===== src/rtl/axi_lite_pkg.sv =====
// Shared AXI4-Lite response codes and the CRC accelerator register map.
package axi_lite_pkg;
    typedef logic [1:0] resp_t;

    localparam resp_t RESP_OKAY   = 2'b00;
    localparam resp_t RESP_EXOKAY = 2'b01;
    localparam resp_t RESP_SLVERR = 2'b10;
    localparam resp_t RESP_DECERR = 2'b11;

    localparam logic [7:0] CRC_INITIAL = 8'h00;
    localparam logic [7:0] CRC_DATA    = 8'h04;
    localparam logic [7:0] CRC_RESULT  = 8'h08;
endpackage


===== src/rtl/axi_lite_master_if.sv =====
// AXI4-Lite bus between one initiator and one register slave.
interface axi_lite_master_if #(
    parameter int ADDR_WIDTH = 8,
    parameter int DATA_WIDTH = 32
);
    logic                      awvalid, awready;
    logic [ADDR_WIDTH-1:0]     awaddr;
    logic                      wvalid, wready;
    logic [DATA_WIDTH-1:0]     wdata;
    logic [DATA_WIDTH/8-1:0]   wstrb;
    logic                      bvalid, bready;
    logic [1:0]                bresp;
    logic                      arvalid, arready;
    logic [ADDR_WIDTH-1:0]     araddr;
    logic                      rvalid, rready;
    logic [DATA_WIDTH-1:0]     rdata;
    logic [1:0]                rresp;

    modport master (
        output awvalid, awaddr, wvalid, wdata, wstrb, bready, arvalid, araddr, rready,
        input  awready, wready, bvalid, bresp, arready, rvalid, rdata, rresp
    );
    modport slave (
        input  awvalid, awaddr, wvalid, wdata, wstrb, bready, arvalid, araddr, rready,
        output awready, wready, bvalid, bresp, arready, rvalid, rdata, rresp
    );
endinterface


===== src/rtl/axi_lite_master.sv =====
// Single-outstanding AXI4-Lite initiator: one cmd in, one AXI transaction, one rsp out.
module axi_lite_master
    import axi_lite_pkg::*;
#(
    parameter int ADDR_WIDTH = 8,
    parameter int DATA_WIDTH = 32,
    parameter int ERRCNT_W   = 8
) (
    input  logic                  ACLK,
    input  logic                  ARESETn,
    input  logic                  cmd_valid,
    output logic                  cmd_ready,
    input  logic                  cmd_write,
    input  logic [ADDR_WIDTH-1:0] cmd_addr,
    input  logic [DATA_WIDTH-1:0] cmd_wdata,
    output logic                  rsp_valid,
    input  logic                  rsp_ready,
    output logic [DATA_WIDTH-1:0] rsp_rdata,
    output logic [1:0]            rsp_resp,
    output logic                  rsp_write,
    output logic [ERRCNT_W-1:0]   err_count,
    axi_lite_master_if.master     m
);
    typedef enum logic [2:0] {IDLE, WR_ADDR_DATA, WR_RESP, RD_ADDR, RD_DATA, RESP} state_t;

    state_t                state_q, state_d;
    logic                  cmd_ready_q, cmd_ready_d;
    logic                  awvalid_q, awvalid_d, wvalid_q, wvalid_d, arvalid_q, arvalid_d;
    logic                  write_q, write_d;
    logic [ADDR_WIDTH-1:0] addr_q, addr_d;
    logic [DATA_WIDTH-1:0] wdata_q, wdata_d, rdata_q, rdata_d;
    resp_t                 resp_q, resp_d;
    logic [ERRCNT_W-1:0]   err_q, err_d;
    logic                  cap;
    resp_t                 cap_resp;

    always_ff @(posedge ACLK or negedge ARESETn) begin
        if (!ARESETn) begin
            state_q     <= IDLE;
            cmd_ready_q <= 1'b0;
            awvalid_q   <= 1'b0;
            wvalid_q    <= 1'b0;
            arvalid_q   <= 1'b0;
            write_q     <= 1'b0;
            addr_q      <= '0;
            wdata_q     <= '0;
            rdata_q     <= '0;
            resp_q      <= RESP_OKAY;
            err_q       <= '0;
        end else begin
            state_q     <= state_d;
            cmd_ready_q <= cmd_ready_d;
            awvalid_q   <= awvalid_d;
            wvalid_q    <= wvalid_d;
            arvalid_q   <= arvalid_d;
            write_q     <= write_d;
            addr_q      <= addr_d;
            wdata_q     <= wdata_d;
            rdata_q     <= rdata_d;
            resp_q      <= resp_d;
            err_q       <= err_d;
        end
    end

    always_comb begin
        state_d     = state_q;
        cmd_ready_d = 1'b0;
        awvalid_d   = awvalid_q;
        wvalid_d    = wvalid_q;
        arvalid_d   = arvalid_q;
        write_d     = write_q;
        addr_d      = addr_q;
        wdata_d     = wdata_q;
        rdata_d     = rdata_q;
        resp_d      = resp_q;
        err_d       = err_q;
        cap         = 1'b0;
        cap_resp    = RESP_OKAY;
        unique case (state_q)
            IDLE: begin
                cmd_ready_d = 1'b1;
                if (cmd_valid && cmd_ready_q) begin
                    cmd_ready_d = 1'b0;
                    write_d     = cmd_write;
                    addr_d      = cmd_addr;
                    wdata_d     = cmd_wdata;
                    if (cmd_write) begin
                        awvalid_d = 1'b1;
                        wvalid_d  = 1'b1;
                        state_d   = WR_ADDR_DATA;
                    end else begin
                        arvalid_d = 1'b1;
                        state_d   = RD_ADDR;
                    end
                end
            end
            WR_ADDR_DATA: begin
                // AW and W retire independently; leave only when both are done
                if (awvalid_q && m.awready) awvalid_d = 1'b0;
                if (wvalid_q && m.wready)   wvalid_d  = 1'b0;
                if (!awvalid_d && !wvalid_d) state_d = WR_RESP;
            end
            WR_RESP: begin
                if (m.bvalid) begin
                    cap      = 1'b1;
                    cap_resp = m.bresp;
                    resp_d   = m.bresp;
                    rdata_d  = '0;
                    state_d  = RESP;
                end
            end
            RD_ADDR: begin
                if (m.arready) begin
                    arvalid_d = 1'b0;
                    state_d   = RD_DATA;
                end
            end
            RD_DATA: begin
                if (m.rvalid) begin
                    cap      = 1'b1;
                    cap_resp = m.rresp;
                    resp_d   = m.rresp;
                    rdata_d  = m.rdata;
                    state_d  = RESP;
                end
            end
            RESP: begin
                if (rsp_ready) state_d = IDLE;
            end
            default: state_d = IDLE;
        endcase
        if (cap && cap_resp != RESP_OKAY && err_q != '1)
            err_d = err_q + ERRCNT_W'(1);
    end

    assign cmd_ready = cmd_ready_q;
    assign rsp_valid = (state_q == RESP);
    assign rsp_rdata = rdata_q;
    assign rsp_resp  = resp_q;
    assign rsp_write = write_q;
    assign err_count = err_q;

    // address and data stay on the bus until the response is consumed
    assign m.awvalid = awvalid_q;
    assign m.awaddr  = addr_q;
    assign m.wvalid  = wvalid_q;
    assign m.wdata   = wdata_q;
    assign m.wstrb   = '1;
    assign m.bready  = (state_q == WR_RESP);
    assign m.arvalid = arvalid_q;
    assign m.araddr  = addr_q;
    assign m.rready  = (state_q == RD_DATA);
endmodule

===== src/flat_wrapper.sv =====
// flat-port wrapper written by rule: the top's interface ports become plain ports
module axi_lite_master_flat import axi_lite_pkg::*;
#(
    parameter int ADDR_WIDTH = 8,
    parameter int DATA_WIDTH = 32,
    parameter int ERRCNT_W   = 8
)
  (ACLK, ARESETn, cmd_valid, cmd_ready, cmd_write, cmd_addr, cmd_wdata, rsp_valid, rsp_ready, rsp_rdata, rsp_resp, rsp_write, err_count, m_awvalid, m_awaddr, m_wvalid, m_wdata, m_wstrb, m_bready, m_arvalid, m_araddr, m_rready, m_awready, m_wready, m_bvalid, m_bresp, m_arready, m_rvalid, m_rdata, m_rresp);
  axi_lite_master_if #(.ADDR_WIDTH(ADDR_WIDTH), .DATA_WIDTH(DATA_WIDTH)) m_i ();
  input  logic ACLK;
  input  logic ARESETn;
  input  logic cmd_valid;
  output logic cmd_ready;
  input  logic cmd_write;
  input  logic [ADDR_WIDTH-1:0] cmd_addr;
  input  logic [DATA_WIDTH-1:0] cmd_wdata;
  output logic rsp_valid;
  input  logic rsp_ready;
  output logic [DATA_WIDTH-1:0] rsp_rdata;
  output logic [1:0] rsp_resp;
  output logic rsp_write;
  output logic [ERRCNT_W-1:0] err_count;
  output wire logic [$bits(m_i.awvalid)-1:0] m_awvalid;
  output wire logic [$bits(m_i.awaddr)-1:0] m_awaddr;
  output wire logic [$bits(m_i.wvalid)-1:0] m_wvalid;
  output wire logic [$bits(m_i.wdata)-1:0] m_wdata;
  output wire logic [$bits(m_i.wstrb)-1:0] m_wstrb;
  output wire logic [$bits(m_i.bready)-1:0] m_bready;
  output wire logic [$bits(m_i.arvalid)-1:0] m_arvalid;
  output wire logic [$bits(m_i.araddr)-1:0] m_araddr;
  output wire logic [$bits(m_i.rready)-1:0] m_rready;
  input wire logic [$bits(m_i.awready)-1:0] m_awready;
  input wire logic [$bits(m_i.wready)-1:0] m_wready;
  input wire logic [$bits(m_i.bvalid)-1:0] m_bvalid;
  input wire logic [$bits(m_i.bresp)-1:0] m_bresp;
  input wire logic [$bits(m_i.arready)-1:0] m_arready;
  input wire logic [$bits(m_i.rvalid)-1:0] m_rvalid;
  input wire logic [$bits(m_i.rdata)-1:0] m_rdata;
  input wire logic [$bits(m_i.rresp)-1:0] m_rresp;
  assign m_awvalid = m_i.awvalid;
  assign m_awaddr = m_i.awaddr;
  assign m_wvalid = m_i.wvalid;
  assign m_wdata = m_i.wdata;
  assign m_wstrb = m_i.wstrb;
  assign m_bready = m_i.bready;
  assign m_arvalid = m_i.arvalid;
  assign m_araddr = m_i.araddr;
  assign m_rready = m_i.rready;
  assign m_i.awready = m_awready;
  assign m_i.wready = m_wready;
  assign m_i.bvalid = m_bvalid;
  assign m_i.bresp = m_bresp;
  assign m_i.arready = m_arready;
  assign m_i.rvalid = m_rvalid;
  assign m_i.rdata = m_rdata;
  assign m_i.rresp = m_rresp;
  axi_lite_master #(.ADDR_WIDTH(ADDR_WIDTH), .DATA_WIDTH(DATA_WIDTH), .ERRCNT_W(ERRCNT_W)) u_core (.ACLK(ACLK), .ARESETn(ARESETn), .cmd_valid(cmd_valid), .cmd_ready(cmd_ready), .cmd_write(cmd_write), .cmd_addr(cmd_addr), .cmd_wdata(cmd_wdata), .rsp_valid(rsp_valid), .rsp_ready(rsp_ready), .rsp_rdata(rsp_rdata), .rsp_resp(rsp_resp), .rsp_write(rsp_write), .err_count(err_count), .m(m_i));
endmodule

===== config.mk =====
export PLATFORM = sky130hd
export DESIGN_NAME = axi_lite_master_flat
export DESIGN_NICKNAME = d
export VERILOG_FILES = /design/src/rtl/axi_lite_pkg.sv /design/src/rtl/axi_lite_master_if.sv /design/src/rtl/axi_lite_master.sv /design/src/flat_wrapper.sv
export SDC_FILE = /design/constraint.sdc
export NUM_CORES = 1
export LEC_CHECK = 0
export CAP_MARGIN = 10
export CORE_ASPECT_RATIO = 1.75
export CORE_UTILIZATION = 37
export CTS_BUF_LIST = sky130_fd_sc_hd__clkbuf_16
export DETAILED_ROUTE_END_ITERATION = 6
export GPL_ROUTABILITY_DRIVEN = 0
export PLACE_DENSITY = 0.77
export SLEW_MARGIN = 20
export SYNTH_ARGS = -nofsm -noshare
export SYNTH_HDL_FRONTEND = slang
export SYNTH_SLANG_ARGS = --single-unit

===== constraint.sdc =====
create_clock -name ACLK -period 1.4 [get_ports ACLK]
set_input_delay 0.28 -clock ACLK [delete_from_list [all_inputs] [get_ports ACLK]]
set_output_delay 0.28 -clock ACLK [all_outputs]
set_load 0.03 [all_outputs]

==> tab_implementation.tex <==
\begin{tabular}{lr}
\hline
Metric & Value \\
\hline
\multicolumn{2}{l}{\textbf{Drt}} \\
\quad Routed wire length & 11,900 µm \\
\quad Remaining DRCs & 0 \\
\quad Routed wire per std cell & 17.6 µm \\
\quad Detailed-route via count & 3,350 \\
\quad Drt first pass iters & 4 \\
\quad Via density per instance & 4.94 \\
\quad Post-DRT Antenna Nets & 0 \\
\quad First-iteration detailed-routing DRC count & 118 \\
\multicolumn{2}{l}{\textbf{Clocking}} \\
\quad Clock Latency Late Sink & 0.33 ns \\
\quad Number of CTS-inserted buffers & 9 \\
\quad Number of buffers on the longest clock path & 2 \\
\quad Level count of the clock H-tree & 3 \\
\quad Clock input transition at the sequential cells of the worst setup and hold paths & 0.07 ns \\
\quad Clock tree root buffer cell & sky130\_fd\_sc\_hd\_\_clkbuf\_16 \\
\quad TritonCTS clock tree & yes \\
\quad Clock tree sinks & 90 \\
\quad Post-cts hold buffer count & 0 \\
\multicolumn{2}{l}{\textbf{Synthesis}} \\
\quad Unique masters post-synth & 42 \\
\quad Compound-gate portion of the synthesized area & 0.0814 \\
\quad Xor/xnor cell area share of the yosys netlist & 0.00920 \\
\quad Share of synthesized flip-flops with an asynchronous set or reset & 1.00 \\
\quad Post-synthesis share of cell area spent on full adders, half adders and majority gates & 0.00328 \\
\quad Main combinational cell family by area after synthesis & multiplexers \\
\quad Number of synthesized flops with an enable pin & 0 \\
\quad Dominant register cell in the synthesized netlist & sky130\_fd\_sc\_hd\_\_dfrtp\_1 \\
\quad Post-Syn Instances & 333 \\
\quad Summed instance area of the synthesized netlist & 3810 µm² \\
\quad Synthesized area per cell & 11.4 µm² \\
\quad Sequential area share after synthesis & 0.591 \\
\quad Yosys warns & 0 \\
\quad Flops \& latches, synth & 90 \\
\quad Basic-gate share of the synthesized area counting and, or, nand and nor cells & 0.129 \\
\quad Mux share of post-synthesis cell area & 0.129 \\
\multicolumn{2}{l}{\textbf{GRT}} \\
\quad Initial antenna violation count & 0 \\
\quad Largest net degree at the start of global routing & 91 \\
\quad Total global-route track usage & 0.223 \\
\quad Overflow left after global routing & 0 \\
\quad Global-route wire length before repair & 18,100 µm \\
\quad Number of global-route vias before repair & 3,596 \\
\multicolumn{2}{l}{\textbf{Worst setup path}} \\
\quad Required arrival time at the worst endpoint & 1.62 ns \\
\quad Family with the most delay on the worst path & buffers and inverters \\
\quad Worst-path fanout max & 9 \\
\quad Cell-by-cell trace of the critical path & buf\_6, nor4\_4, buf\_6, buf\_12, mux2\_4 \\
\quad Worst path most repeated cell & sky130\_fd\_sc\_hd\_\_buf\_6 \\
\quad CP bufs+invs & 3 \\
\quad Slowest cell delay on critical path & 0.41 ns \\
\quad Arrival time worst endpoint & 1.87 ns \\
\quad CP Launch Point & u\_core.state\_q[0] \\
\quad Crit path capture type & register \\
\quad Type of the worst setup path & reg -> reg \\
\quad Startpoint kind of the worst setup timing path & register \\
\quad Reg2Reg Launch Point & u\_core.state\_q[0] \\
\quad Slowest stage cell on the critical path & sky130\_fd\_sc\_hd\_\_dfrtp\_2 \\
\multicolumn{2}{l}{\textbf{Layout}} \\
\quad Layout cells sized above 1 & 0.325 \\
\quad Area of the multi-input gates & 1620 µm² \\
\quad Sequential cell area & 2260 µm² \\
\quad Area Growth Syn to Fin & 73.3\% \\
\quad Ant diodes & 0 \\
\quad Number of fill cells & 751 \\
\quad Nets & 635 \\
\multicolumn{2}{l}{\textbf{Placement}} \\
\quad Final HPWL DP & 7690 µm \\
\quad Number of input and output port buffers inserted & 183 \\
\multicolumn{2}{l}{\textbf{Run}} \\
\quad Number of max-capacitance violations reported & 0 \\
\multicolumn{2}{l}{\textbf{Timing}} \\
\quad Layout Skew & 0.00867 ns \\
\quad Final Hold Vio Count & 19 \\
\quad Final critical path time including I/O delays and setup & 1.65 ns \\
\quad Final setup slack of the worst path & -0.254 ns \\
\quad Slew Viols, Final & 0 \\
\quad Sum of negative setup slack & -16.91 ns \\
\quad Setup repair after global routing missed its margin & yes \\
\quad Worst hold margin & -0.0232 ns \\
\quad Highest Clock Rate & 605 MHz \\
\quad Crit share post-route & 1.18 \\
\quad Number of failing setup endpoints in the final timing report & 87 \\
\multicolumn{2}{l}{\textbf{Power and ir drop}} \\
\quad Power density over cell area & 2310 nW/µm² \\
\quad Worst IR drop on VDD & 1.11 mV \\
\quad Post-layout power & 15.3 mW \\
\quad Leak Pwr & 3.00 nW \\
\multicolumn{2}{l}{\textbf{Floorplanning}} \\
\quad I/O pin count & 188 \\
\quad Starting utilization of the core area & 0.384 \\
\quad Width of the die & 78.7 µm \\
\quad Std-Cell Rows & 48 \\
\quad Die footprint & 10,700 µm² \\
\quad Core Box Area & 9910 µm² \\
\quad Height of the die & 136 µm \\
\multicolumn{2}{l}{\textbf{Hold path}} \\
\quad Path class of the lowest-slack min-delay path & in -> async \\
\multicolumn{2}{l}{\textbf{Run status}} \\
\quad Run status & finished, violations left \\
\quad Violated checks & negative hold slack, negative setup slack \\
\hline
\end{tabular}
## final cells by class
type	instances	area share
clock buffer	9	0.0341
clock inverter	7	0.00928
inverter	3	0.00208
multi-input combinational	213	0.246
sequential	90	0.342
tap	125	0.0237
timing repair buffer	231	0.343
## what timing repair did
| item | in CTS | in global routing |
|---|---|---|
| endpoints found under the setup margin | 181 | 159 |
| pin swaps | 2 | 12 |
| setup buffers | 9 | 2 |
| cloned | 6 | 2 |
| resized for setup | 211 | 115 |
| endpoints found under the hold margin | 0 | 0 |
## metrics by stage
step	util	instances	worst slack [ns]	instance area (µm²)	hold WS (ns)
detailed placement	0.599	646	-0.506	5930	0.364
global placement	0.599	646	-0.456	5930	0.358
global route	0.666	678	-0.311	6600	0.0219
CTS	0.664	677	-0.228	6580	0.00228
floorplan	-	336	-0.127	3870	-0.0156
finish	0.666	678	-0.254	6600	-0.0232
## worst paths after layout
path,end,slack [ns],cells past startpoint
max,u_core.m.araddr[2],-0.25,5
min,u_core.m.wdata[2],-0.02,2
max reg2reg,u_core.m.araddr[2],-0.25,5
min reg2reg,u_core.rsp_rdata[5],0.48,2
max in group asynchronous,u_core.state_q[0],1.02,2
min in group ACLK,u_core.rsp_rdata[5],0.48,2
## synth_stat cells, types with 2 or more instances
master                     count  area [µm²]
sky130_fd_sc_hd__dfrtp_1      90        2250
sky130_fd_sc_hd__a21oi_1       6        30.0
sky130_fd_sc_hd__a31oi_1       4        25.0
sky130_fd_sc_hd__nand2b_1      3        18.8
sky130_fd_sc_hd__clkbuf_1      2        7.51
sky130_fd_sc_hd__nor2_1        7        26.3
sky130_fd_sc_hd__nand3_1       3        15.0
sky130_fd_sc_hd__or2_2         2        12.5
sky130_fd_sc_hd__and3_1        2        12.5
sky130_fd_sc_hd__mux2_1        3        33.8
sky130_fd_sc_hd__nand2_1      76         285
sky130_fd_sc_hd__mux2_2       38         428
sky130_fd_sc_hd__nor2b_1       2        12.5
sky130_fd_sc_hd__o21ai_1       5        25.0
sky130_fd_sc_hd__xnor2_1       4        35.0
sky130_fd_sc_hd__inv_1         3        11.3
sky130_fd_sc_hd__a22oi_1       2        15.0
sky130_fd_sc_hd__buf_4        17         128
sky130_fd_sc_hd__o21ai_0      30         150
sky130_fd_sc_hd__mux2_4        2        30.0
sky130_fd_sc_hd__buf_6         2        22.5
sky130_fd_sc_hd__buf_2         9        45.0
sky130_fd_sc_hd__and4_1        2        17.5
## kinds of logic (layout without fill, tap and decap cells)
kind of cell / Yosys count / in the layout
and+or+nand+nor: 106 / 106
DFF: 90 / 90
AOI/OAI and AO/OA: 55 / 55
muxes: 43 / 43
buffers and inverters: 33 / 250
xor gates and xnor gates: 4 / 4
adders and majority gates: 1 / 1
other: 1 / 4
## sequential cells by signal, summed over array words and instances, names as in the netlist
signal and count:
u_core.rsp_write 1, u_core.m.arvalid 1, u_core.rsp_rdata 32, u_core.m.awvalid 1, u_core.state_q 3, u_core.err_count 8
u_core.m.wdata 32, u_core.m.wvalid 1, u_core.cmd_ready 1, u_core.rsp_resp 2, u_core.m.araddr 8
## layout by cell type (no fill, tap or decap), drive strengths merged, types with 2 or more instances in the layout
cell type	Yosys	routed
clkdlybuf4s50	0	84
a31oi	4	4
nand3	4	4
a21oi	6	6
and4	2	2
clkdlybuf4s15	0	46
or2	2	2
a22oi	2	2
mux2	43	43
nand2b	3	3
nor2b	2	2
inv	3	4
conb	1	4
clkinv	0	4
nor2	8	8
dfrtp	90	90
o21ai	35	35
xnor2	4	4
and3	2	2
clkbuf	2	40
and4bb	2	2
buf	28	51
dlygate4sd2	0	19
nand2	77	77
## metal layers
metal	global-route usage	part of all wire	up-vias
met5	0	0	-
met4	0.0926	0.023	0
li1	-	-	1534
met3	0.0564	0.055	23
met2	0.418	0.56	118
met1	0.230	0.36	1675
## power by group
part / internal, mW / leakage, nW / switching, mW
clock: 1.36 / 0.139 / 0.988
sequential: 3.78 / 1.14 / 0.770
combinational: 3.60 / 1.72 / 4.79
Power figures use the tool's default switching activity.
